<file path="src/rtl/multi_wave_dds.sv">
// multi_wave_dds: multi-channel DDS generator producing sine/square/triangle/saw/LFM samples per channel
module multi_wave_dds #(
  parameter int NCH = 4,
  parameter int PHASE_W = 32,
  parameter int ADDR_W = 8,
  parameter int DATA_W = 8,
  parameter int CHIRP_LEN_W = 8
) (
  input  logic                    clk,
  input  logic                    rst,
  input  logic                    cfg_valid,
  output logic                    cfg_ready,
  input  logic [7:0]              cfg_ch,
  input  logic [2:0]              cfg_wave,
  input  logic [PHASE_W-1:0]      cfg_fword,
  input  logic [PHASE_W-1:0]      cfg_step,
  input  logic [PHASE_W-1:0]      cfg_poff,
  input  logic                    cfg_en,
  input  logic                    cfg_clr,
  output logic [NCH*ADDR_W-1:0]   rom_addr,
  input  logic [NCH*DATA_W-1:0]   rom_q,
  output logic [NCH*DATA_W-1:0]   dout,
  output logic [NCH-1:0]          dout_valid,
  output logic [NCH-1:0]          wrap
);
  localparam logic [DATA_W-1:0] MID = {1'b1, {(DATA_W-1){1'b0}}};
  logic pend_q;
  logic [7:0] sh_ch_q;
  logic [2:0] sh_wave_q;
  logic [PHASE_W-1:0] sh_fword_q, sh_step_q, sh_poff_q;
  logic sh_en_q, sh_clr_q;
  assign cfg_ready = ~rst & ~pend_q;
  always_ff @(posedge clk) begin
    if (rst) pend_q <= 1'b0;
    else pend_q <= cfg_valid & cfg_ready;
  end
  always_ff @(posedge clk) begin
    if (cfg_valid && cfg_ready)
      {sh_ch_q, sh_wave_q, sh_fword_q, sh_step_q, sh_poff_q, sh_en_q, sh_clr_q} <=
        {cfg_ch, cfg_wave, cfg_fword, cfg_step, cfg_poff, cfg_en, cfg_clr};
  end
  for (genvar c = 0; c < NCH; c++) begin : g_ch
    logic [2:0] wave_q;
    logic [PHASE_W-1:0] fword_q, step_q, poff_q, acc_q, inst_q, f, sum;
    logic [CHIRP_LEN_W-1:0] cnt_q;
    logic en_q, wrap0_q, lfm, hit, carry;
    logic [ADDR_W-1:0] pa, ra_q;
    logic [DATA_W-1:0] s, tri_s, arith, s1_q, s2_q;
    logic r1_q, v1_q, w1_q, r2_q, v2_q, w2_q;
    always_comb begin
      hit = pend_q && sh_ch_q == 8'(c);
      lfm = wave_q == 3'd4;
      f = lfm ? inst_q : fword_q;
      {carry, sum} = {1'b0, acc_q} + {1'b0, f};
      pa = ADDR_W'((acc_q + poff_q) >> (PHASE_W - ADDR_W));
      s = DATA_W'(pa >> (ADDR_W - DATA_W));
      tri_s = s[DATA_W-1] ? ~{s[DATA_W-2:0], 1'b0} : {s[DATA_W-2:0], 1'b0};
      arith = !en_q || wave_q > 3'd4 ? MID :
              wave_q == 3'd1 ? {DATA_W{s[DATA_W-1]}} :
              wave_q == 3'd2 ? tri_s : s;
    end
    always_ff @(posedge clk) begin
      if (rst) begin
        {wave_q, en_q, fword_q, step_q, poff_q, acc_q, inst_q, cnt_q, wrap0_q} <= '0;
        {ra_q, s1_q, r1_q, v1_q, w1_q, s2_q, r2_q, v2_q, w2_q} <= '0;
      end else begin
        wrap0_q <= en_q & carry;
        if (en_q) acc_q <= sum;
        if (en_q && lfm) begin
          inst_q <= &cnt_q ? fword_q : inst_q + step_q;
          cnt_q <= cnt_q + CHIRP_LEN_W'(1);
        end
        if (hit) begin
          {wave_q, fword_q, step_q, poff_q, en_q} <= {sh_wave_q, sh_fword_q, sh_step_q, sh_poff_q, sh_en_q};
          if (sh_clr_q) begin
            acc_q <= '0;
            inst_q <= sh_fword_q;
            cnt_q <= '0;
            wrap0_q <= 1'b0;
          end
        end
        ra_q <= pa;
        s1_q <= arith;
        r1_q <= en_q && (wave_q == 3'd0 || lfm);
        v1_q <= en_q;
        w1_q <= en_q & wrap0_q;
        {s2_q, r2_q, v2_q, w2_q} <= {s1_q, r1_q, v1_q, w1_q};
      end
    end
    assign rom_addr[c*ADDR_W +: ADDR_W] = ra_q;
    assign dout[c*DATA_W +: DATA_W] = r2_q ? rom_q[c*DATA_W +: DATA_W] : s2_q;
    assign dout_valid[c] = v2_q;
    assign wrap[c] = w2_q;
  end
endmodule

</file>
<file path="config.mk">
export PLATFORM = sky130hd
export DESIGN_NAME = multi_wave_dds
export DESIGN_NICKNAME = d
export VERILOG_FILES = /design/src/rtl/multi_wave_dds.sv
export SDC_FILE = /design/constraint.sdc
export NUM_CORES = 2
export LEC_CHECK = 0
export CORE_MARGIN = 3
export CORE_UTILIZATION = 62
export CTS_CLUSTER_DIAMETER = 40
export DETAILED_ROUTE_END_ITERATION = 16
export PLACE_DENSITY = 0.82
export SLEW_MARGIN = 20
export SYNTH_ARGS = -nofsm -noshare
export SYNTH_HDL_FRONTEND = slang
export SYNTH_SLANG_ARGS = --single-unit
</file>
<file path="constraint.sdc">
create_clock -name clk -period 6.4 [get_ports clk]
set_input_delay 0.64 -clock clk [delete_from_list [all_inputs] [get_ports clk]]
set_output_delay 0.64 -clock clk [all_outputs]
set_load 0.02 [all_outputs]
</file>
==> impl_metrics.tcl <==
set metrics [dict create \
    synth_warnings 0 \
    fin_ws_ns 1.278 \
    critical_path.startpoint_type "register" \
    ff2ff_setup_slack_ns 1.28 \
    ys.flop_type "dfxtp_1" \
    syn2layout_area_growth_pct 14.98 \
    overflow 0 \
    hold_buffers 0 \
    wire_per_inst_um 22.57 \
    clk_latency_ns 0.76 \
    die_area_um2 85710 \
    ys_types 86 \
    hold_violations 0 \
    synth_area_leaders "dfxtp_1 32%, ha_1 9.4%, nand2_1 8.5%, a21oi_1 7.8%, edfxtp_1 6.4%" \
    h-tree-depth 4 \
    wirelength_um 165900 \
    worst-path-buf-inv 1 \
    critPathMaxStageDelay_ns 0.70 \
    crit_end "g_ch[1].acc_q[31]$_SDFF_PP0_" \
    final_max_slew_viol_count 0 \
    crit_path_start "g_ch[1].wave_q[0]$_SDFFE_PP0P_" \
    period_share_pct 80.04 \
    synth_top_area_share_pct 31.92 \
    slew_headroom_pct 26.11 \
    syn_inst 6096 \
    p_clk_share_pct 56.3 \
    dieHeight_um 292.8 \
    post_cts_buffers 0 \
    drtIter0Drc 4735 \
    post-place-ws_ns 1.354 \
    synth_area_per_cell_um2 8.364 \
    initial_core_util_pct 63.00 \
    drive_gt1_share_pct 8.267 \
    routabilityCongestion 0.9877 \
    met3_length_um 20660 \
    syn_area_um2 50990 \
    drc 0 \
    required_ns 7.02 \
    ant_nets 0 \
    clock_sinks 922 \
    syn_nets 6632 \
    pwr-share-seq_pct 42.1 \
    hp-class "input port to register" \
    clockBufferDepth 3 \
    grt_max_degree 160 \
    viasPerCell 6.374 \
    vias 46855 \
    switchingPower_w 0.003359 \
    wl_met1_um 60310 \
    crit_cells 15 \
    async_flop_share_pct 0 \
    outcome "complete, no violations" \
    grt_pass1_wl_um 248200 \
    slowest_stage "nor2_2" \
    dp_hpwl_um 111900 \
    groute.usage.overall_pct 37.43 \
    tightestPinTransition_ns 1.108 \
    rsz0062_at_grt "false" \
    drv_cap 0 \
    pin_count 217 \
    vdd_ir_drop_max_uv 290.1 \
    fin_nets 6686 \
    final_cell_mix "1156 x nand2_1, 812 x dfxtp_1, 798 x a21oi_1" \
    fin_skew_ns 0.05249 \
    total_power_w 0.01440 \
    firstDrtPassIters 6 \
    fin_crit_ns 5.122 \
    critPathKind "register to register" \
    synth_edf_count 109 \
    port_buffers 216 \
    r2r-start "g_ch[1].wave_q[0]$_SDFFE_PP0P_" \
    hold_ws_ns 0.3707 \
    ctsResizeCount 0 \
    cp_max_fo 14 \
    fmax_ghz 0.1952 \
    setup_viol 0 \
    synth-seq-cells 922 \
    grt_pass1_vias 44461 \
    placementRows 104 \
    yosys.area.top_type "dfxtp_1" \
    reg2reg_to "g_ch[1].acc_q[31]$_SDFF_PP0_" \
    final_common_cell "nand2_1" \
    clockRootBuffer "clkbuf_16" \
    worstRegToRegCells 15 \
    path_cells "or2_2, nor2_2, buf_4, mux2_2, ha_1, nand3_1, a2111oi_0, a21oi_2, o21bai_1, a221o_1, a2111oi_4, nor3b_1, nand4_1, mux2i_1, a311o_1" \
    crit_path_end_kind "register" \
    arrival_ns 5.74 \
    cellPowerDensity_nw_per_um2 245.6 \
    coreArea_um2 80940 \
    path_clk_slew_ns 0.05 \
    fin_tns_setup_ns 0 \
    swShare_pct 23.33 \
    critPathTopFamily "simple AND/OR/NAND/NOR gates" \
    yosysSeqAreaShare_pct 38.34 \
    die_x_um 292.8 \
    wl_met2_um 71810 \
    p_comb_share_pct 1.6 \
    antenna_found_initial 17 \
    leakagePower_nw 23.40 \
    dr.max_layer_used "met5" \
    cts_tree "built" \
    cts_buffers 142 \
    internal_power_w 0.01104 \
]
-- power groups by stage --
stage / clock [W] / combinational, W / sequential [W]
2_1_floorplan: 0 / 0.000112 / 0.00604
3_3_place_gp: 0 / 0.000229 / 0.00616
3_5_place_dp: 0 / 0.000231 / 0.00616
4_1_cts: 0.00815 / 0.000232 / 0.00604
5_1_grt: 0.00842 / 0.000249 / 0.00604
6_report: 0.00810 / 0.000237 / 0.00606
-- final cells by class --
class	count	area [um2]
Timing Repair Buffer	267	2623
Fill cell	6155	22310
Clock buffer	162	3802
Clock inverter	98	1201
Multi-Input combinational cell	4711	29660
Inverter	106	397.9
Sequential cell	922	19550
Tap cell	1060	1326
Antenna cell	25	62.56
-- per-stage QoR --
stage	utilization, %	cells	cell area (um2)
final	72.44	7351	58630
after global routing	72.36	7326	58560
after CTS	72.27	7324	58490
after detailed placement	66.09	7064	53490
after global placement	66.09	7064	53490
after floorplan	-	6096	50990
-- routing by layer --
metal	GRT usage, %	up-vias
met1	43.90	21931
met5	0	-
met3	12.88	679
li1	-	21764
met4	28.71	26
met2	56.44	2455
-- worst register-to-register path, delay by kind of cell, from the launching register on --
| kind | cells | cell delay [ns] |
|---|---|---|
| compound gates | 6 | 1.71 |
| fa+ha+maj | 1 | 0.35 |
| buf+inv | 1 | 0.30 |
| flops | 1 | 0.41 |
| mux | 2 | 0.48 |
| simple gates | 5 | 1.75 |
-- registers in the layout (all words and copies together), names as in the netlist, 128 cells and up --
signal        cells
g_ch.acc_q      128
g_ch.fword_q    128
g_ch.inst_q     128
g_ch.poff_q     128
g_ch.step_q     128
-- kinds of logic (layout without fill, tap and decap cells) --
logic type | Yosys count | in the layout | share of synthesized area (%)
flops | 922 | 922 | 38.34
xor+xnor | 286 | 286 | 4.942
other cells | 0 | 25 | 0
fa+ha+maj | 392 | 392 | 9.737
compound gates | 1682 | 1682 | 20.28
mux | 245 | 245 | 5.207
buf+inv | 463 | 633 | 3.649
simple gates | 2106 | 2106 | 17.84
-- cell usage after synthesis, types with 16 or more instances --
master	count
o21ai_0	185
buf_1	24
o211ai_1	130
mux2i_1	83
nor3_1	105
inv_1	106
nand2_1	1157
a21oi_1	798
nand4_1	53
o21a_1	39
mux2_2	162
xnor2_1	165
nor2b_1	102
o21bai_1	30
a311oi_1	16
buf_4	32
a211oi_1	96
xor2_1	119
a21o_1	153
and2_1	29
nand2b_1	49
and3_1	45
a31oi_1	45
or3_1	16
clkbuf_1	299
edfxtp_1	109
nand3_1	85
dfxtp_1	813
nor2_1	408
o22ai_1	20
ha_1	384
-- how the worst min path moves through the flow --
stage,startpoint,to,depth (start not counted)
global placement,g_ch[0].v1_q$_SDFF_PP0_,g_ch[0].v2_q$_SDFF_PP0_,1
detailed placement,g_ch[2].r1_q$_SDFF_PP0_,g_ch[2].r2_q$_SDFF_PP0_,1
global route,rst,g_ch[1].ra_q[6]$_SDFF_PP0_,2
CTS,rst,g_ch[1].ra_q[6]$_SDFF_PP0_,2
floorplan,g_ch[1].wrap0_q$_SDFF_PP0_,g_ch[1].w1_q$_SDFF_PP0_,1
finish,rst,g_ch[1].ra_q[6]$_SDFF_PP0_,2
Note: power is estimated with default switching activity, not from simulation.
